File: src/rtl/fifo1_sync_if.sv
// Write/read handshake bundle for fifo1_sync; master is the producer/consumer side,
// slave is the FIFO itself.
interface fifo1_sync_if #(
    parameter int DSIZE = 8
) ();
    logic [DSIZE-1:0] WDATA;
    logic             WINC;
    logic             WFULL;
    logic             RINC;
    logic [DSIZE-1:0] RDATA;
    logic             REMPTY;

    modport master (
        output WDATA,
        output WINC,
        output RINC,
        input  WFULL,
        input  RDATA,
        input  REMPTY
    );

    modport slave (
        input  WDATA,
        input  WINC,
        input  RINC,
        output WFULL,
        output RDATA,
        output REMPTY
    );
endinterface

File: src/rtl/fifo1_sync.sv
// Single-clock circular FIFO with first-word-fall-through read data and registered
// full/empty flags computed from the next-state pointers.
module fifo1_sync #(
    parameter int DSIZE = 8,
    parameter int ASIZE = 3
) (
    input  logic            CLK,
    input  logic            RST_N,
    fifo1_sync_if.slave     bus
);
    localparam int               DEPTH   = 1 << ASIZE;
    localparam logic [ASIZE:0]   PTR_ONE = 'd1;

    logic [DSIZE-1:0] mem_q [DEPTH];

    logic [ASIZE:0] wptr_q, wptr_d;
    logic [ASIZE:0] rptr_q, rptr_d;
    logic           rempty_q, rempty_d;
    logic           wfull_q, wfull_d;
    logic           wr_en, rd_en;

    always_comb begin
        wr_en    = bus.WINC & ~wfull_q;
        rd_en    = bus.RINC & ~rempty_q;
        wptr_d   = wptr_q;
        rptr_d   = rptr_q;
        if (wr_en) wptr_d = wptr_q + PTR_ONE;
        if (rd_en) rptr_d = rptr_q + PTR_ONE;
        // Pointers differ only in the wrap bit when the FIFO holds DEPTH words.
        rempty_d = (rptr_d == wptr_d);
        wfull_d  = (wptr_d == {~rptr_d[ASIZE], rptr_d[ASIZE-1:0]});
    end

    always_ff @(posedge CLK) begin
        if (!RST_N) begin
            wptr_q   <= '0;
            rptr_q   <= '0;
            rempty_q <= 1'b1;
            wfull_q  <= 1'b0;
        end else begin
            wptr_q   <= wptr_d;
            rptr_q   <= rptr_d;
            rempty_q <= rempty_d;
            wfull_q  <= wfull_d;
        end
    end

    // Storage is never cleared; gating on RST_N keeps an unknown WINC during reset harmless.
    always_ff @(posedge CLK) begin
        if (RST_N && wr_en) begin
            mem_q[wptr_q[ASIZE-1:0]] <= bus.WDATA;
        end
    end

    assign bus.RDATA  = mem_q[rptr_q[ASIZE-1:0]];
    assign bus.REMPTY = rempty_q;
    assign bus.WFULL  = wfull_q;
endmodule

File: src/flat_wrapper.sv
// flat-port wrapper written by rule: the top's interface ports become plain ports
module fifo1_sync_flat 
#(
    parameter int DSIZE = 8,
    parameter int ASIZE = 3
)
  (CLK, RST_N, bus_WDATA, bus_WINC, bus_RINC, bus_WFULL, bus_RDATA, bus_REMPTY);
  fifo1_sync_if #(.DSIZE(DSIZE)) bus_i ();
  input  logic CLK;
  input  logic RST_N;
  input wire logic [$bits(bus_i.WDATA)-1:0] bus_WDATA;
  input wire logic [$bits(bus_i.WINC)-1:0] bus_WINC;
  input wire logic [$bits(bus_i.RINC)-1:0] bus_RINC;
  output wire logic [$bits(bus_i.WFULL)-1:0] bus_WFULL;
  output wire logic [$bits(bus_i.RDATA)-1:0] bus_RDATA;
  output wire logic [$bits(bus_i.REMPTY)-1:0] bus_REMPTY;
  assign bus_i.WDATA = bus_WDATA;
  assign bus_i.WINC = bus_WINC;
  assign bus_i.RINC = bus_RINC;
  assign bus_WFULL = bus_i.WFULL;
  assign bus_RDATA = bus_i.RDATA;
  assign bus_REMPTY = bus_i.REMPTY;
  fifo1_sync #(.DSIZE(DSIZE), .ASIZE(ASIZE)) u_core (.CLK(CLK), .RST_N(RST_N), .bus(bus_i));
endmodule
File: config.mk
export PLATFORM = sky130hd
export DESIGN_NAME = fifo1_sync_flat
export DESIGN_NICKNAME = d
export VERILOG_FILES = /design/src/rtl/fifo1_sync_if.sv /design/src/rtl/fifo1_sync.sv /design/src/flat_wrapper.sv
export SDC_FILE = /design/constraint.sdc
export NUM_CORES = 1
export LEC_CHECK = 0
export CAP_MARGIN = 0
export CORE_MARGIN = 8
export CORE_UTILIZATION = 40
export CTS_BUF_LIST = sky130_fd_sc_hd__clkbuf_16
export CTS_CLUSTER_DIAMETER = 150
export DETAILED_ROUTE_END_ITERATION = 8
export GPL_ROUTABILITY_DRIVEN = 1
export PLACE_DENSITY = 0.68
export SYNTH_ARGS = -nofsm -noshare
export SYNTH_HDL_FRONTEND = slang
export SYNTH_SLANG_ARGS = --single-unit
File: constraint.sdc
create_clock -name CLK -period 5.7 [get_ports CLK]
set_clock_uncertainty 0.15 [all_clocks]
set_input_delay 0.57 -clock CLK [delete_from_list [all_inputs] [get_ports CLK]]
set_output_delay 0.57 -clock CLK [all_outputs]
set_load 0.02 [all_outputs]
==> flow_summary.toml, run 1 <==
[run_status]
status = "complete, no violations"

[global_route]
grt_max_degree = 20
grt_pass1_wl_um = 8000
antenna_found_initial = 0
grt_pass1_vias = 1529
grt_usage_pct = 10.8
grt-ovfl-total = 0

[floorplan]
die_area_um2 = 10400
fp.dieW_um = 102
die_h_um = 102
num_rows = 31
io_pins = 22
initial_utilization_pct = 41.2
fp.coreArea_um2 = 7210

[clocking]
path_clk_slew_ns = 0.05
cts_tree = "done"
clk_latency_ns = 0.32
cts.sinks = 74
cts-root-buf = "clkbuf_16"
cts_buffers = 9
ctsResizeCount = 0
clk_path_buf_depth = 2
holdBufCountCts = 0
cts_setup_buffers = 0
h-tree-depth = 3

[power_and_ir_drop]
pwr-share-clk_pct = 41.4
vdd_drop_max_mv = 0.254
intPower_mw = 1.01
p_per_area_nw_per_um2 = 358
switching_power_uw = 266
finalPower_mw = 1.27
leakage_nw = 1.16
swShare_pct = 20.8
combPwrFrac_pct = 9.9
pwr-share-seq_pct = 48.7

[timing]
final-setup-viol-count = 0
max_freq_mhz = 277
worstMarginPinSlew_ns = 1.14
finalSetupTns_ns = 0
period_minus_slack_ns = 3.61
final_hold_viol_count = 0
max_slew_margin_pct = 23.7
rsz0062_at_grt = "no"
holdWs_ns = 0.381
fin_crit_sh_pct = 63.3
drv_slew = 0

[flow_run]
maxCapViolCount = 0

[worst_setup_path]
worst_ep_required_time_ns = 4.98
path_cells = "mux4_1, mux2_4, clkdlybuf4s50_1"
arrival_ns = 2.89
reg2reg_setup_slack_ns = 3.30
start_kind = "flop"
crit_family = "flip-flops"
regToRegEndpoint = "u_core.bus.REMPTY"
path_depth = 3
cp_slowest_cell = "dfxtp_1"
crit_type = "reg -> out"
critPathLaunch = "u_core.rptr_q[0]"
max_stage_delay_ns = 1.07
worst-path-buf-inv = 1
path_max_fanout = 19
worstSetupEndpoint = "bus_RDATA[5]"
reg2reg_from = "u_core.rptr_q[0]"
cp-end-kind = "output pin"
r2r_cells = 6

[logic_synthesis]
avgSynthCellArea_um2 = 20.1
synth_area_um2 = 2970
yosys_warnings = 0
yosysUniqueCellTypes = 25
synth_area_leader_cell = "edfxtp_1"
yosysSeqAreaShare_pct = 71.4
synthTopCellsByArea = "edfxtp_1, mux4_1, dfxtp_1"
syn_inst = 148
yosys.area.top_type_share_pct = 64.6
syn-num-nets = 162
synth_seq_cells = 74

[route]
drc = 0
routedWlPerCell_um = 18.6
wirelength_um = 5210
dr.pass1.iters = 4
via_count = 1384
viasPerCell = 4.94
drtIter0Drc = 71
final_antenna_net_count = 0

[worst_hold_path]
hold_path.class = "reg -> reg"

[placed_design]
numPortBuffers = 21
routabilityCongestion = 0.761
hpwl_um = 3340

[cells_and_area]
nNetsFinal = 191
multi_input_area_um2 = 798
seqCellArea_um2 = 2120
antenna_cells = 0
n_fill_cell = 613
post-route-util_pct = 49.3
drive_above_1_share_pct = 18.2
syn_to_final_growth_pct = 19.7
==> power by group through the flow <==
stage               Sequential (mW)  Clock (mW)  Combinational, mW
floorplan                     0.619           0             0.0985
global placement              0.631           0              0.125
detailed placement            0.633           0              0.129
CTS                           0.622       0.537              0.129
global route                  0.624       0.560              0.136
finish                        0.621       0.527              0.126
==> worst min path at each step <==
| stage | slack (ns) | to | cells after the start | start |
|---|---|---|---|---|
| floorplan | 0.34 | u_core.wptr_q[3] | 2 | u_core.wptr_q[3] |
| global placement | 0.35 | u_core.wptr_q[3] | 2 | u_core.wptr_q[3] |
| detailed placement | 0.38 | u_core.wptr_q[3] | 2 | u_core.wptr_q[3] |
| CTS | 0.39 | u_core.wptr_q[3] | 2 | u_core.wptr_q[3] |
| global route | 0.41 | u_core.rptr_q[3] | 2 | u_core.rptr_q[3] |
| finish | 0.38 | u_core.wptr_q[3] | 2 | u_core.wptr_q[3] |
==> cells in the mapped netlist <==
| cell type | count |
|---|---|
| o21ai_0 | 1 |
| and2b_1 | 1 |
| nand4_1 | 2 |
| nand3b_1 | 3 |
| nor2b_1 | 1 |
| xor2_1 | 5 |
| mux2i_1 | 2 |
| xnor2_1 | 5 |
| nand3_1 | 2 |
| buf_4 | 1 |
| nor3_1 | 2 |
| mux2_4 | 8 |
| nand2b_1 | 2 |
| nor2_1 | 14 |
| dfxtp_1 | 10 |
| nor3b_2 | 1 |
| clkinv_1 | 1 |
| buf_2 | 2 |
| ha_1 | 2 |
| mux4_2 | 8 |
| buf_6 | 1 |
| buf_12 | 1 |
| edfxtp_1 | 64 |
| nand2_1 | 1 |
| mux4_1 | 8 |
==> metrics by stage <==
step	instances	setup WS (ns)	area (µm²)
after global routing	280	1.93	3560
after CTS	280	2.03	3560
after detailed placement	265	2.37	3270
after global placement	265	2.44	3270
after floorplan	148	3.58	2970
final	280	2.09	3560
==> cell usage in the layout (no fill, tap or decap), types with 2 or more instances in the layout <==
master	count
ha_1	2
clkbuf_16	9
nand2b_1	2
clkdlybuf4s50_1	21
nor3_1	2
mux4_2	8
nand3b_1	3
nand3_1	2
mux2i_1	2
clkinv_2	2
buf_4	2
nor2_1	14
dfxtp_1	10
xnor2_1	5
mux4_1	8
edfxtp_1	64
mux2_4	8
nand4_1	2
xor2_1	5
==> sequential cells by signal (all words and copies together) (netlist names) <==
name	cells
u_core.rptr_q	4
u_core.bus.WFULL	1
u_core.bus.REMPTY	1
u_core.mem_q	64
u_core.wptr_q	4
==> layer usage <==
metal	global-route usage [%]	wire, µm
met1	12.3	2180
met2	18.1	2690
met3	4.56	310
met4	3.39	37
met5	0	0
==> cell families after synthesis <==
logic type	count (synthesis)	share of synthesized area [%]
compound gates	1	0.168
mux	26	17.8
xor+xnor	10	2.95
buf+inv	6	1.77
fa+ha+maj	2	0.842
simple gates	29	5.05
flops	74	71.4
==> worst register-to-register path, cell delays in order, from the launching register on <==
cell	delay, ns
dfxtp_1	1.07
ha_1	0.30
nand3b_1	0.10
xor2_1	0.24
xnor2_1	0.16
nand3_1	0.13
o21ai_0	0.18
==> cell type report <==
class                   instances  share of cell area (%)
flip-flops and latches         74                    59.6
multi-input cells              68                    22.4
clock buffers                   9                    6.33
repair buffers                 23                    6.33
well taps                      99                    3.48
clock inverters                 6                    1.69
inverters                       1                   0.105
(Power assumes the default switching activity.)
==> inputs of run 2 (changes only) <==
- PLACE_DENSITY: 0.68 -> 0.7
- clock period: 5.7 -> 3.3 ns (I/O delays scaled with it)
==> run 2 against run 1 <==
Global-route usage increased by 0.23 points. Via count increased by 2.2%. Final cell count increased by 2.9%. Wire length increased by 0.19%. Clock power increased by 74%. Utilization increased by 0.64 points. Die area unchanged. Largest cell class unchanged. Largest power group unchanged. Highest routed layer unchanged.
==> flow_summary.toml, run 2 (synthesis gave the netlist of run 1 again) <==
[run_status]
status = "complete, no violations"

[route]
wirelength_um = 5220
drc = 0
dr.pass1.iters = 4
viasPerCell = 4.91
drtIter0Drc = 74
routedWlPerCell_um = 18.1
final_antenna_net_count = 0
via_count = 1415

[worst_hold_path]
min_from = "u_core.wptr_q[3]"
hold_path.class = "reg -> reg"

[clocking]
holdBufCountCts = 0
cts_tree = "done"
clk_path_buf_depth = 2
ctsResizeCount = 0
path_clk_slew_ns = 0.06
cts_buffers = 9
cts_setup_buffers = 0
h-tree-depth = 3
cts.sinks = 74
cts-root-buf = "clkbuf_16"
clk_latency_ns = 0.33

[global_route]
grt_pass1_wl_um = 8190
grt_pass1_vias = 1513
grt_max_degree = 18
grt_usage_pct = 11.1
antenna_found_initial = 0
grt-ovfl-total = 0

[timing]
rsz0062_at_grt = "no"
setup_ws_ns = 0.312
drv_slew = 0
fin_crit_sh_pct = 90.6
max_slew_margin_pct = 45.1
finalSetupTns_ns = 0
final-setup-viol-count = 0
holdWs_ns = 0.382
worstMarginPinSlew_ns = 0.820
final_hold_viol_count = 0
period_minus_slack_ns = 2.99
max_freq_mhz = 335

[worst_setup_path]
path_max_fanout = 16
reg2reg_from = "u_core.rptr_q[1]"
worst_ep_required_time_ns = 2.82
start_kind = "flop"
crit_type = "reg -> out"
critPathLaunch = "u_core.rptr_q[0]"
cp-end-kind = "output pin"
arrival_ns = 2.51

[cells_and_area]
multi_input_area_um2 = 798
antenna_cells = 0
stdcell_count = 288
nNetsFinal = 198
post-route-util_pct = 50.0
drive_above_1_share_pct = 19.6
largest_register_ffs = 64
n_fill_cell = 599
layout_commonest_cell = "edfxtp_1"
seqCellArea_um2 = 2120
syn_to_final_growth_pct = 21.3
fin_area_um2 = 3600
final_cell_mix = "edfxtp_1, clkdlybuf4s50_1, nor2_1, dfxtp_1"

[placed_design]
routabilityCongestion = 0.763
place_area_um2 = 3330
place_inst = 272
hpwl_um = 3290
pre_cts_ws_ns = 0.625
numPortBuffers = 21

[flow_run]
maxCapViolCount = 0

[power_and_ir_drop]
leakage_nw = 1.20
vdd_drop_max_mv = 0.303
finalPower_mw = 2.21
p_per_area_nw_per_um2 = 614

[floorplan]
initial_utilization_pct = 41.2
io_pins = 22
num_rows = 31
die_h_um = 102
fp.coreArea_um2 = 7210
die_area_um2 = 10400
fp.dieW_um = 102
## run 2: path summary, 6_finish.rpt
| kind | to | slack (ns) | cells after the start |
|---|---|---|---|
| worst max-delay path | bus_RDATA[4] | 0.31 | 4 |
| worst max register to register | u_core.bus.REMPTY | 1.06 | 7 |
| worst min-delay path | u_core.wptr_q[3] | 0.38 | 2 |
| worst min register to register | u_core.wptr_q[3] | 0.38 | 2 |
## run 2: power breakdown
group          internal, mW  switching (mW)  leakage [nW]
clock network         0.570           0.346         0.148
logic                 0.134           0.108         0.395
registers              1.04          0.0160         0.660
## run 2: critical path, cell delays in order, from the launching register on
cell	delay, ns
dfxtp_1	0.39
buf_4	0.33
mux4_1	0.62
mux2_4	0.29
clkdlybuf4s50_1	0.54
## run 2: cell type report
cell class / instances / area share, %
inverters: 1 / 0.104
well taps: 99 / 3.44
clock inverters: 7 / 1.49
clock buffers: 9 / 6.25
repair buffers: 30 / 7.71
multi-input cells: 68 / 22.1
flip-flops and latches: 74 / 58.9
## run 2: layer usage
| metal | vias to the layer above | global-route usage [%] | wire length, µm |
|---|---|---|---|
| met3 | 10 | 4.43 | 280 |
| met4 | 0 | 6.09 | 109 |
| met1 | 713 | 12.2 | 2210 |
| met2 | 28 | 17.9 | 2630 |
| met5 | - | 0 | 0 |
| li1 | 664 | - | - |
